[src/rtl/ysyx_22050710_mem_arbiter.sv]
// N-channel request arbiter onto one shared memory port, one transaction in flight; YSYX_22050710_ARB_RR_EN selects round-robin (else fixed priority, ch0 highest).
// Latency: accept t, mem handshake >= t+1, response pulse one cycle after i_mem_resp_valid or watchdog expiry.
// Backpressure: o_req_ready is low outside IDLE; o_mem_* are held stable until i_mem_req_ready.
module ysyx_22050710_mem_arbiter #(
    parameter int CH_NUM      = 2,
    parameter int ADDR_WD     = 32,
    parameter int DATA_WD     = 64,
    parameter int WMASK_WD    = 8,
    parameter int TIMEOUT_CYC = 255,
    parameter int CH_ID_WD    = $clog2(CH_NUM)
) (
    input  logic                         i_clk,
    input  logic                         i_rst_n,
    input  logic [CH_NUM-1:0]            i_req_valid,
    output logic [CH_NUM-1:0]            o_req_ready,
    input  logic [CH_NUM*ADDR_WD-1:0]    i_req_addr,
    input  logic [CH_NUM-1:0]            i_req_wen,
    input  logic [CH_NUM*WMASK_WD-1:0]   i_req_wmask,
    input  logic [CH_NUM*DATA_WD-1:0]    i_req_wdata,
    output logic [CH_NUM-1:0]            o_resp_valid,
    output logic [DATA_WD-1:0]           o_resp_rdata,
    output logic                         o_resp_err,
    output logic                         o_mem_req_valid,
    input  logic                         i_mem_req_ready,
    output logic [ADDR_WD-1:0]           o_mem_addr,
    output logic                         o_mem_wen,
    output logic [WMASK_WD-1:0]          o_mem_wmask,
    output logic [DATA_WD-1:0]           o_mem_wdata,
    input  logic                         i_mem_resp_valid,
    input  logic [DATA_WD-1:0]           i_mem_resp_rdata
);

    localparam logic [1:0] ST_IDLE = 2'd0;
    localparam logic [1:0] ST_REQ  = 2'd1;
    localparam logic [1:0] ST_RESP = 2'd2;

    localparam int CNT_WD = $clog2(TIMEOUT_CYC + 2);
    localparam int LAST_I = (TIMEOUT_CYC > 0) ? TIMEOUT_CYC - 1 : 0;
    localparam logic [CNT_WD-1:0] CNT_LAST = CNT_WD'(LAST_I);

    logic [1:0]          state_q, state_d;
    logic [CH_ID_WD-1:0] owner_q, owner_d;
    logic [CNT_WD-1:0]   cnt_q, cnt_d;
    logic [ADDR_WD-1:0]  mem_addr_q, mem_addr_d;
    logic                mem_wen_q, mem_wen_d;
    logic [WMASK_WD-1:0] mem_wmask_q, mem_wmask_d;
    logic [DATA_WD-1:0]  mem_wdata_q, mem_wdata_d;
    logic [CH_NUM-1:0]   resp_vld_q, resp_vld_d;
    logic [DATA_WD-1:0]  resp_rdata_q, resp_rdata_d;
    logic                resp_err_q, resp_err_d;

    logic                grant_vld;
    logic [CH_ID_WD-1:0] grant_idx;
    logic [CH_NUM-1:0]   grant_oh;
    logic [CH_NUM-1:0]   owner_oh;
    logic                timeout_hit;
    int                  cand;

`ifdef YSYX_22050710_ARB_RR_EN
    logic [CH_ID_WD-1:0] rr_ptr_q, rr_ptr_d;
`endif

    // Walk candidates from lowest to highest priority so the last hit wins.
    always_comb begin
        grant_vld = 1'b0;
        grant_idx = '0;
        cand      = 0;
        for (int k = CH_NUM; k >= 1; k--) begin
`ifdef YSYX_22050710_ARB_RR_EN
            cand = (int'(rr_ptr_q) + k) % CH_NUM;
`else
            cand = k - 1;
`endif
            if (i_req_valid[cand]) begin
                grant_vld = 1'b1;
                grant_idx = CH_ID_WD'(cand);
            end
        end
    end

    always_comb begin
        grant_oh = '0;
        owner_oh = '0;
        for (int k = 0; k < CH_NUM; k++) begin
            grant_oh[k] = grant_vld && (grant_idx == CH_ID_WD'(k));
            owner_oh[k] = (owner_q == CH_ID_WD'(k));
        end
    end

    assign timeout_hit = (TIMEOUT_CYC != 0) && (cnt_q == CNT_LAST);

    always_comb begin
        state_d      = state_q;
        owner_d      = owner_q;
        cnt_d        = cnt_q;
        mem_addr_d   = mem_addr_q;
        mem_wen_d    = mem_wen_q;
        mem_wmask_d  = mem_wmask_q;
        mem_wdata_d  = mem_wdata_q;
        resp_vld_d   = '0;
        resp_rdata_d = resp_rdata_q;
        resp_err_d   = 1'b0;
`ifdef YSYX_22050710_ARB_RR_EN
        rr_ptr_d     = rr_ptr_q;
`endif
        case (state_q)
            ST_IDLE: begin
                if (grant_vld) begin
                    mem_addr_d  = i_req_addr[int'(grant_idx)*ADDR_WD +: ADDR_WD];
                    mem_wen_d   = i_req_wen[grant_idx];
                    mem_wmask_d = i_req_wmask[int'(grant_idx)*WMASK_WD +: WMASK_WD];
                    mem_wdata_d = i_req_wdata[int'(grant_idx)*DATA_WD +: DATA_WD];
                    owner_d     = grant_idx;
`ifdef YSYX_22050710_ARB_RR_EN
                    rr_ptr_d    = grant_idx;
`endif
                    state_d     = ST_REQ;
                end
            end
            ST_REQ: begin
                if (i_mem_req_ready) begin
                    cnt_d   = '0;
                    state_d = ST_RESP;
                end
            end
            ST_RESP: begin
                cnt_d = cnt_q + CNT_WD'(1);
                // A real response beats a coincident watchdog expiry.
                if (i_mem_resp_valid) begin
                    resp_vld_d   = owner_oh;
                    resp_rdata_d = i_mem_resp_rdata;
                    state_d      = ST_IDLE;
                end else if (timeout_hit) begin
                    resp_vld_d   = owner_oh;
                    resp_rdata_d = '0;
                    resp_err_d   = 1'b1;
                    state_d      = ST_IDLE;
                end
            end
            default: state_d = ST_IDLE;
        endcase
    end

    always_ff @(posedge i_clk or negedge i_rst_n) begin
        if (!i_rst_n) begin
            state_q      <= ST_IDLE;
            owner_q      <= '0;
            cnt_q        <= '0;
            mem_addr_q   <= '0;
            mem_wen_q    <= 1'b0;
            mem_wmask_q  <= '0;
            mem_wdata_q  <= '0;
            resp_vld_q   <= '0;
            resp_rdata_q <= '0;
            resp_err_q   <= 1'b0;
`ifdef YSYX_22050710_ARB_RR_EN
            rr_ptr_q     <= CH_ID_WD'(CH_NUM - 1);
`endif
        end else begin
            state_q      <= state_d;
            owner_q      <= owner_d;
            cnt_q        <= cnt_d;
            mem_addr_q   <= mem_addr_d;
            mem_wen_q    <= mem_wen_d;
            mem_wmask_q  <= mem_wmask_d;
            mem_wdata_q  <= mem_wdata_d;
            resp_vld_q   <= resp_vld_d;
            resp_rdata_q <= resp_rdata_d;
            resp_err_q   <= resp_err_d;
`ifdef YSYX_22050710_ARB_RR_EN
            rr_ptr_q     <= rr_ptr_d;
`endif
        end
    end

    assign o_req_ready     = (state_q == ST_IDLE) ? grant_oh : '0;
    assign o_mem_req_valid = (state_q == ST_REQ);
    assign o_mem_addr      = mem_addr_q;
    assign o_mem_wen       = mem_wen_q;
    assign o_mem_wmask     = mem_wmask_q;
    assign o_mem_wdata     = mem_wdata_q;
    assign o_resp_valid    = resp_vld_q;
    assign o_resp_rdata    = resp_rdata_q;
    assign o_resp_err      = resp_err_q;

endmodule

[config.mk]
export PLATFORM = sky130hd
export DESIGN_NAME = ysyx_22050710_mem_arbiter
export DESIGN_NICKNAME = d
export VERILOG_FILES = /design/src/rtl/ysyx_22050710_mem_arbiter.sv
export SDC_FILE = /design/constraint.sdc
export NUM_CORES = 1
export LEC_CHECK = 0
export ABC_AREA = 1
export CAP_MARGIN = 5
export CORE_AREA = 5 5 175 177
export CTS_CLUSTER_SIZE = 12
export DETAILED_ROUTE_END_ITERATION = 6
export DIE_AREA = 0 0 180 182
export PLACE_DENSITY = 0.65
export SLEW_MARGIN = 20
export SYNTH_ARGS = -nofsm -noshare
export SYNTH_HDL_FRONTEND = slang
export SYNTH_SLANG_ARGS = --single-unit
[constraint.sdc]
create_clock -name i_clk -period 2.6 [get_ports i_clk]
set_clock_uncertainty 0.1 [all_clocks]
set_input_delay 0.26 -clock i_clk [delete_from_list [all_inputs] [get_ports i_clk]]
set_output_delay 0.26 -clock i_clk [all_outputs]
set_load 0.01 [all_outputs]
Word level (Yosys, flattened, before mapping)
Cells that the tools add are included.

storage, ports and cells
  bits in registers = 184
  bits of input ports = 280
  output and inout bits = 175
  logic and storage cells = 53

cells by class
  add/subtract/negate cells = 1
  magnitude comparators = 1
  eq/ne operators = 6
  shifts and indexed selects = 3
  multiplexer cells = 21
  bitwise gates (word level) = 2
  reductions and logical operators = 9

operator list
  operator                                                               number
  64-bit two-way mux                                                     2
  128-bit by 8-bit indexed part select with 64-bit output                1
  64-bit by 7-bit indexed part select with 32-bit output                 1
  9-bit case mux with 2 select lines                                     1
  2-bit two-way mux                                                      8
  16-bit by 5-bit indexed part select with 8-bit output                  1
  9-bit by 1-bit adder with 9-bit output (second input constant)         1
  9-bit by 8-bit == test with 1-bit output (second input constant)       1
  9-bit two-way mux                                                      1
  1-bit two-way mux                                                      8
  2-bit case mux with 3 select lines                                     1
  2-bit AND reduction                                                    3
  2-bit nonzero test                                                     2
  3-bit != test (second input constant)                                  1
  3-bit AND reduction                                                    1
  2-bit by 1-bit == test with 1-bit output (second input constant)       1
  2-bit == test (second input constant)                                  1
  1-bit logical AND                                                      2
  2-bit zero test                                                        1
  1-bit by 2-bit < comparator with 1-bit output (second input constant)  1
  2-bit by 1-bit != test with 1-bit output (second input constant)       1
  2-bit != test (second input constant)                                  1
  1-bit NOT                                                              2

Logic depth before layout (Yosys ltp)
  depth in word-level cells = 5
  mapped depth = 11
  depth with buffers taken out = 9

Least setup slack after synthesis
OpenSTA, ideal clock, no wires.

  path type = reg-to-reg
  start point = register cnt_q[0]
  end point = register resp_rdata_q[54] (netlist: o_resp_rdata[54])
  library setup time = 0.117 ns
  arrival = 1.268 ns
  slack = 1.115 ns
  stages on the path, launching flop included = 12
  buffers on the path = 2
  clock period less this slack = 1.485 ns
  cells stage by stage = dfrtp_1 > inv_1 > ha_1 > nand2_1 > nor2_1 > nand2_1 > nand2_1 > nand2_1 > buf_6 > buf_6 > nand2_1 > nand2_1

on the way
  longest elaborated chain between the ends = 3

ends and longest elaborated chain
  element                                   line  RTL
  from (decl)                               43    logic [CNT_WD-1:0] cnt_q, cnt_d;
  from (signal assigned)                    162   cnt_q <= cnt_d;
  9-bit by 8-bit == test with 1-bit output  90    assign timeout_hit = (TIMEOUT_CYC != 0) && (cnt_q == CNT_LAST);
  2-bit nonzero test (no line)              --
  2-bit AND reduction (no line)             --
  to (signal assigned)                      168   resp_rdata_q <= resp_rdata_d;
  to (decl)                                 49    logic [DATA_WD-1:0] resp_rdata_q, resp_rdata_d;

Every way passes these cells.
A chain may end at the register's enable or synchronous reset.

Worst setup path after layout
  start point = register state_q[0]
  end point = output o_req_ready[0]

on the way
  longest elaborated chain between the ends = 2

ends and longest elaborated chain
  element                 line  RTL
  from (decl)             41    logic [1:0] state_q, state_d;
  from (signal assigned)  160   state_q <= state_d;
  2-bit zero test         176   assign o_req_ready = (state_q == ST_IDLE) ? grant_oh : '0;
  2-bit two-way mux       176
  to (decl)               15    output logic [CH_NUM-1:0] o_req_ready,

Every way passes these cells.

==> impl_metrics.toml <==
[pwr]
switching_share = 0.366
p_leak_nw = 5.84
cell_internal_pwr_mw = 8.98
ir_drop_mv = 0.500
p_switching_mw = 5.18
p_per_area_nw_per_um2 = 1050
seqPwrFrac = 0.348
pwr-share-comb = 0.463
p_clk_frac = 0.189

[logic_synthesis]
synth_flop_cell = "dfrtp_1"
postSynthAreaPerCell_um2 = 8.40
synth_cell_types = 20
synthCells = 946
synth_area_um2 = 7950
synth-edff-count = 0
syn-num-nets = 1228
netlist.area_leader.share = 0.579
synth_common_cells = "262 x nand2_1, 184 x dfrtp_1, 157 x o21ai_0"
synth_area_leader_cell = "dfrtp_1"
seq_area_frac_synth = 0.579
ys_top_cells_by_area = "dfrtp_1 58%, nand2_1 12%, o21ai_0 9.9%, nor2_1 5.4%, nand3_1 4.3%"
synth_most_common_cell = "nand2_1"
yosys_warnings = 0
async_flop_share = 1.00
ys_ff_latch = 184

[sta]
clock.fmax_mhz = 455
finalCritPeriodShare = 0.846
final_max_slew_viol_count = 0
period_needed_ns = 2.20
hold_viol = 0
fin_setup_tns_ns = 0
rsz0062_at_grt = "false"
setup_viol = 0
slew_headroom = 0.544
worstMarginPinSlew_ns = 0.684

[global_routing]
grt_pass1_wl_um = 49400
grt_max_degree = 107
grt_antenna_before_repair = 3
overflow = 0
grtUsageTotal = 0.191
grt_pass1_vias = 8455

[detailed_routing]
firstDrtPassIters = 5
drc_errors = 0
vias = 8198
viasPerCell = 4.62
wl_met2_um = 15300
wirelength_um = 32000
top_layer = "met5"
wl_met1_um = 13000
drtIter0Drc = 575
post_drt_wl_per_cell_um = 18.0
antenna_left = 0
met3_length_um = 2830

[final_layout]
final_nets = 1651
syn_to_final_growth_pct = 69.4
drive_gt1_frac = 0.0412
fin_area_um2 = 13500

[floorplanning]
io_pins = 455
start_util = 0.273
fp.dieH_um = 182
dieArea_um2 = 32800
core_area_um2 = 29100
num_rows = 63
fp.dieW_um = 180

[clock_tree]
clk_latency_ns = 0.43
tritoncts = "done"
htreeDepth = 4
cts_root_buffer = "clkbuf_16"
clockBufferDepth = 2
cts.sinks = 184
cts_inserted_buffers = 17
clkSlewWorstSetupHoldPaths_ns = 0.07

[critical_path]
worstPathRequired_ns = 2.24
cp-start-kind = "register"
endpoint_kind = "output pin"
worstPathArrival_ns = 1.84
crit_fanout = 4
worst-setup-path-type = "reg2out"

[outcome]
status = "finished, final reports clean"

[placed_design]
port_buffers = 454
dp_hpwl_um = 22700
placed_area_um2 = 12900
gp_congestion = 0.869

[job]
drv_cap = 0

[hold_path]
hold_path_class = "in2reg"
[power groups by stage]
stage	registers (mW)	logic (mW)	clock network, mW
floorplan	5.47	2.10	0
finish	4.92	6.56	2.68
global placement	4.93	6.57	0
global route	5.10	7.17	2.88
CTS	4.93	6.67	2.77
detailed placement	4.94	6.65	0
[per-layer routing]
metal  vias to the layer above  GRT usage
met5                         -          0
met4                         6     0.0707
met3                        49     0.0683
met2                       342      0.310
met1                      3869      0.234
li1                       3932          -
[layout by cell type (no fill, tap or decap), drive strengths merged]
| cell type | synthesis | final |
|---|---|---|
| o21ai | 218 | 218 |
| nand2 | 262 | 262 |
| ha | 2 | 2 |
| dfrtp | 184 | 184 |
| o31ai | 1 | 1 |
| dlygate4sd3 | 0 | 1 |
| o22ai | 1 | 1 |
| nand3 | 68 | 68 |
| bufinv | 0 | 1 |
| nor2 | 118 | 118 |
| clkbuf | 40 | 22 |
| buf | 25 | 15 |
| a21oi | 8 | 8 |
| inv | 18 | 20 |
| nor3 | 1 | 1 |
| clkinv | 0 | 5 |
| diode | 0 | 1 |
| clkdlybuf4s50 | 0 | 452 |
| clkinvlp | 0 | 3 |
[area by class of cell]
type                            count  area [um^2]
Sequential cell                   184         4600
Timing Repair Buffer              469         4730
Clock buffer                       21          480
Fill cell                        2770        15600
Clock inverter                     11          110
Inverter                           18         70.1
Antenna cell                        1         2.50
Tap cell                          390          488
Multi-Input combinational cell    679         2970
[state kept, by name (all words and copies together), names as in the netlist]
signal and flops:
o_mem_wen 1, cnt_q 9, state_q 2, o_mem_wdata 64
o_mem_wmask 8, o_resp_valid 2, o_mem_addr 32, o_resp_err 1
owner_q 1, o_resp_rdata 64
[metrics by stage]
| stage | power, mW | setup slack (ns) | std cells | util | hold slack [ns] |
|---|---|---|---|---|---|
| floorplan | 7.57 | 1.12 | 946 | - | -0.136 |
| global placement | 11.5 | 0.549 | 1739 | 0.442 | 0.200 |
| detailed placement | 11.6 | 0.476 | 1739 | 0.442 | 0.201 |
| CTS | 14.4 | 0.377 | 1772 | 0.463 | 0.0505 |
| global route | 15.1 | 0.315 | 1772 | 0.463 | 0.0846 |
| finish | 14.2 | 0.401 | 1773 | 0.463 | 0.0762 |
[critical path: stages (launching register included)]
cell,delay (ns)
dfrtp_1,0.42
inv_2,0.08
nand2_1,0.16
nor2_1,0.19
clkdlybuf4s50_1,0.57
[logic make-up after synthesis]
family / Yosys count / share of synthesized area
AOI/OAI and AO/OA: 228 / 0.145
buffers and inverters: 83 / 0.0477
and+or+nand+nor: 449 / 0.224
adders and majority gates: 2 / 0.00315
DFF: 184 / 0.579
[timing repair]
item	4_1_cts	5_1_grt
hold buffers	1	0
hold endpoints to repair	56	0
buffers inserted	0	0
gates resized for setup	0	0
[worst paths after layout]
check,end,cells past startpoint,from,slack [ns]
worst max register to register,o_resp_rdata[45],10,cnt_q[0],0.64
worst min-delay path,state_q[1],4,i_mem_resp_valid,0.08
min in group asynchronous,o_resp_rdata[60],2,i_rst_n,0.29
worst max-delay path,o_req_ready[0],4,state_q[0],0.40
max in group asynchronous,o_resp_rdata[36],3,i_rst_n,1.41
worst min register to register,o_resp_valid[0],1,owner_q,0.32
Note: power is estimated with default switching activity, not from simulation.
